$ cat config.mk
export PLATFORM = sky130hd
export DESIGN_NAME = program_counter
export DESIGN_NICKNAME = d
export VERILOG_FILES = /design/src/rtl/program_counter.sv
export SDC_FILE = /design/constraint.sdc
export NUM_CORES = 1
export LEC_CHECK = 0
export ABC_CLOCK_PERIOD_IN_PS = 4400
export BUFFER_PORTS_ARGS = -buffer_cell sky130_fd_sc_hd__clkbuf_2
export CAP_MARGIN = 40
export CORE_MARGIN = 1.5
export CORE_UTILIZATION = 48
export DETAILED_ROUTE_END_ITERATION = 16
export PLACE_DENSITY = 0.8
export SLEW_MARGIN = 0
export SYNTH_ARGS = -nofsm -noshare
export SYNTH_HDL_FRONTEND = slang
export SYNTH_SLANG_ARGS = --single-unit
$ cat constraint.sdc
create_clock -name clk_i -period 4.4 [get_ports clk_i]
set_input_delay 0.22 -clock clk_i [delete_from_list [all_inputs] [get_ports clk_i]]
set_output_delay 0.22 -clock clk_i [all_outputs]
set_load 0.01 [all_outputs]
$ cat src/rtl/program_counter.sv
// Fetch-stage program counter: a single registered address that resets,
// loads a jump target, or advances by one every clock.
module program_counter #(
  parameter int                ADDR_W     = 12,
  parameter logic [ADDR_W-1:0] RESET_ADDR = '0
) (
  input  logic              clk_i,
  input  logic              rst_i,
  input  logic              jmp_en_i,
  input  logic [ADDR_W-1:0] jmp_addr_i,
  output logic [ADDR_W-1:0] addr_o
);

  // Power-up value keeps simulation out of X; rst_i is still required in hardware.
  logic [ADDR_W-1:0] pc_q = RESET_ADDR;
  logic [ADDR_W-1:0] pc_d;

  // Reset beats jump, jump beats increment; the increment wraps naturally.
  always_comb begin
    pc_d = pc_q + ADDR_W'(1);
    if (rst_i) begin
      pc_d = RESET_ADDR;
    end else if (jmp_en_i) begin
      pc_d = jmp_addr_i;
    end
  end

  always_ff @(posedge clk_i) begin
    pc_q <= pc_d;
  end

  assign addr_o = pc_q;

endmodule

# Yosys cells after proc, flatten, opt, wreduce, memory -nomap -nowiden
# Cells that the tools add are included.
# W data, S select, Z words.
[totals]
input_bits = 15
ff_bits = 12
word_cells = 3
out_inout_bits = 12
[op_classes]
n_mux = 1
n_addsub = 1
[ops]
columns = ["cell", "n"]
rows = [
  ["$add A12 B1 Y12 const B", 1],
  ["$mux W12", 1],
]

# Logic depth before layout (Yosys ltp)
[logic_depth]
ltp_word = 2
ltp_mapped = 4

# Worst setup path before layout
# Ideal clock, no wire load.
[synth_path]
kind = "register to register"
startpoint = "reg pc_q[0] (netlist: addr_o[0])"
endpoint = "reg pc_q[10] (netlist: addr_o[10])"
arrival_time_ps = 1431
required_ps = 4309
stages_incl_launch_ff = 5
slack_ps = 2878
path_cell_list = "dfxtp_1 ha_1 nand4_1 or4_1 a311oi_1"
[synth_between]
elab_chain_cells = 2
[synth_lines]
columns = ["item", "line", "text"]
rows = [
  ["start, declared", "15", "logic [ADDR_W-1:0] pc_q = RESET_ADDR;"],
  ["start signal, assigned", "29", "pc_q <= pc_d;"],
  ["$add A12 B1 Y12", "20", "pc_d = pc_q + ADDR_W'(1);"],
  ["$mux W12", "23", "end else if (jmp_en_i) begin"],
]
# Every way passes these cells.
# A chain may end at the register's enable or synchronous reset.

# Final worst setup path
# Same ends and word-level chain as after synthesis.

==> results.json <==
{
  "grt-busiest-layer": "met2",
  "end_kind": "flop",
  "die_w_um": 39.6,
  "synth_seq_cells": 12,
  "place_ws_ps": 2830,
  "period_minus_slack_ps": 1590,
  "avgViaCountPerCell": 5.82,
  "outcome": "complete, no violations",
  "cts_tree": "built",
  "synth_edf_count": 0,
  "p_per_area_nw_per_um2": 314,
  "fmax_mhz": 631,
  "via_count": 693,
  "synth-warning-count": 0,
  "gp_congestion": 0.757,
  "finalSetupTns_ps": 0,
  "final_hold_viol_count": 0,
  "grt_pass1_vias": 522,
  "p_leak_nw": 0.356,
  "area_growth_pct": 27.0,
  "start_util_pct": 50.7,
  "numPortBuffers": 26,
  "ant_nets": 0,
  "totalPowerFinal_mw": 0.257,
  "rsz0062_at_grt": "false",
  "die_h_um": 39.6,
  "h-tree-depth": 1,
  "vdd_ir_drop_max_mv": 0.160,
  "ys_types": 31,
  "grt_use_met1_pct": 26.5,
  "numCtsBuffers": 3,
  "utilization_pct": 64.4,
  "timing.setup.critical_path_class": "reg2reg",
  "hp-start": "jmp_addr_i[2]",
  "cp_max_fo": 6,
  "required_ps": 4590,
  "skew_ps": 4.32,
  "finalCritPeriodShare_pct": 36.0,
  "r2r_start": "addr_o[0]",
  "post_cts_buffers": 0,
  "multi_input_area_um2": 377,
  "rows": 13,
  "drt_wl_total_um": 1480,
  "cts_sinks": 12,
  "fin_cells": 119,
  "clk_latency_ps": 270,
  "gr-usage-met2_pct": 30.3,
  "grt_pass1_wl_um": 2140,
  "die_area_um2": 1570,
  "cp.arrival_ps": 1780,
  "ys_top_cells_by_area": "dfxtp_1 37%, nor2_1 5.8%, a311oi_1 4.1%",
  "clk_pin_slew_ps": 80,
  "grt_overflow": 0,
  "hold_buffers": 0,
  "synthCells": 77,
  "drt-pass1-iter-count": 4,
  "drtIter0Drc": 13,
  "syn_nets": 93,
  "antenna_found_initial": 0,
  "final.setup.worst_slack_ps": 2810,
  "ys_top_cells_by_count": "12 x dfxtp_1, 10 x nor2_1, 5 x nand2_1, 5 x nand3_1",
  "fill_cells": 127,
  "ctsResizeCount": 0,
  "root_buffer": "clkbuf_4",
  "diodes": 0,
  "hold_path_class": "in2reg",
  "tightest_slew_ps": 413,
  "seq_area_um2": 240,
  "wl_per_cell_um": 12.4,
  "max_cap_viol_count": 0,
  "drcViolationCount": 0,
  "nNetsFinal": 121,
  "io_pins": 27,
  "synth_seq_area_share_pct": 37.4,
  "drive_gt1_share_pct": 31.7,
  "max_slew_margin_pct": 72.4,
  "yosysTopAreaCellShare_pct": 37.4,
  "slew_violations": 0,
  "synth.most_common_cell": "dfxtp_1",
  "track_usage_pct": 20.2,
  "synthArstFlopShare_pct": 0,
  "cp-start-kind": "flop",
  "syn-cell-area_um2": 643,
  "synth_area_per_cell_um2": 8.35,
  "yosysTopAreaCell": "dfxtp_1",
  "largest_register_ffs": 12,
  "met3_usage_pct": 5.11,
  "finalSetupViolations": 0,
  "cts_buffer_depth": 2,
  "core_um2": 1270,
  "placed_cells": 115,
  "grt_max_degree": 15,
  "post-dp-hpwl_um": 1090,
  "crit_start": "addr_o[0]",
  "synth_flop_cell": "dfxtp_1"
}
==> placed cells by master, fill, tap and decap left out, drive strengths merged <==
cell type	instances
nand4	2
nand4b	1
a221oi	1
o31a	2
inv	4
nand2	5
o21bai	1
and3b	1
nor2	10
a21oi	2
o21ai	4
ha	1
or3	3
a221o	1
nor3	1
nor4	1
clkbuf	30
nand4bb	1
mux2i	1
nand3	6
xor2	3
or4	2
a311oi	3
a31oi	2
o211ai	1
o31ai	1
a211oi	2
dfxtp	12
==> final cells by class <==
| type | instances | area share, % |
|---|---|---|
| repair buffers | 26 | 15.9 |
| inverters | 4 | 1.84 |
| flip-flops and latches | 12 | 29.4 |
| well taps | 15 | 2.30 |
| multi-input cells | 58 | 46.1 |
| clock buffers | 4 | 4.44 |
==> cells by family after synthesis <==
kind of cell	after synthesis	share of synthesized area [%]
AO/OA/AOI/OAI	20	22.2
XOR/XNOR	3	4.09
adder cells (fa/ha/maj)	1	1.95
buffers and inverters	7	4.08
flip-flops	12	37.4
multiplexers	1	1.56
AND/OR/NAND/NOR	33	28.8
==> metrics by stage <==
| step | hold slack (ps) | area, um2 |
|---|---|---|
| global placement | 454 | 781 |
| detailed placement | 458 | 781 |
| floorplan | 363 | 643 |
| CTS | 181 | 817 |
| global route | 197 | 817 |
| finish | 176 | 817 |
==> worst max-delay path, cell delays in order, from the launching register on <==
cell and delay, ps:
dfxtp_1 430, ha_1 280, nand4_1 140, or4_1 400, a311oi_1 250
==> report_power, final <==
group,switching (mW),total (mW),internal [mW]
clock network,0.0377,0.0880,0.0503
logic,0.0210,0.0403,0.0194
registers,0.0117,0.128,0.117
total,0.0704,0.257,0.186
==> worst paths after layout <==
check	endpoint	slack [ps]	cells after the start
setup reg to reg	addr_o[10]	2810	4
hold reg to reg	addr_o[10]	530	2
hold / removal	addr_o[2]	180	3
setup / recovery	addr_o[10]	2810	4
==> routing by layer <==
metal | part of all wire, % | vias up
met5 | 0 | -
met4 | 1.1 | 0
met3 | 6.6 | 4
met2 | 47 | 28
met1 | 45 | 313
li1 | - | 348
(Power assumes the default switching activity.)
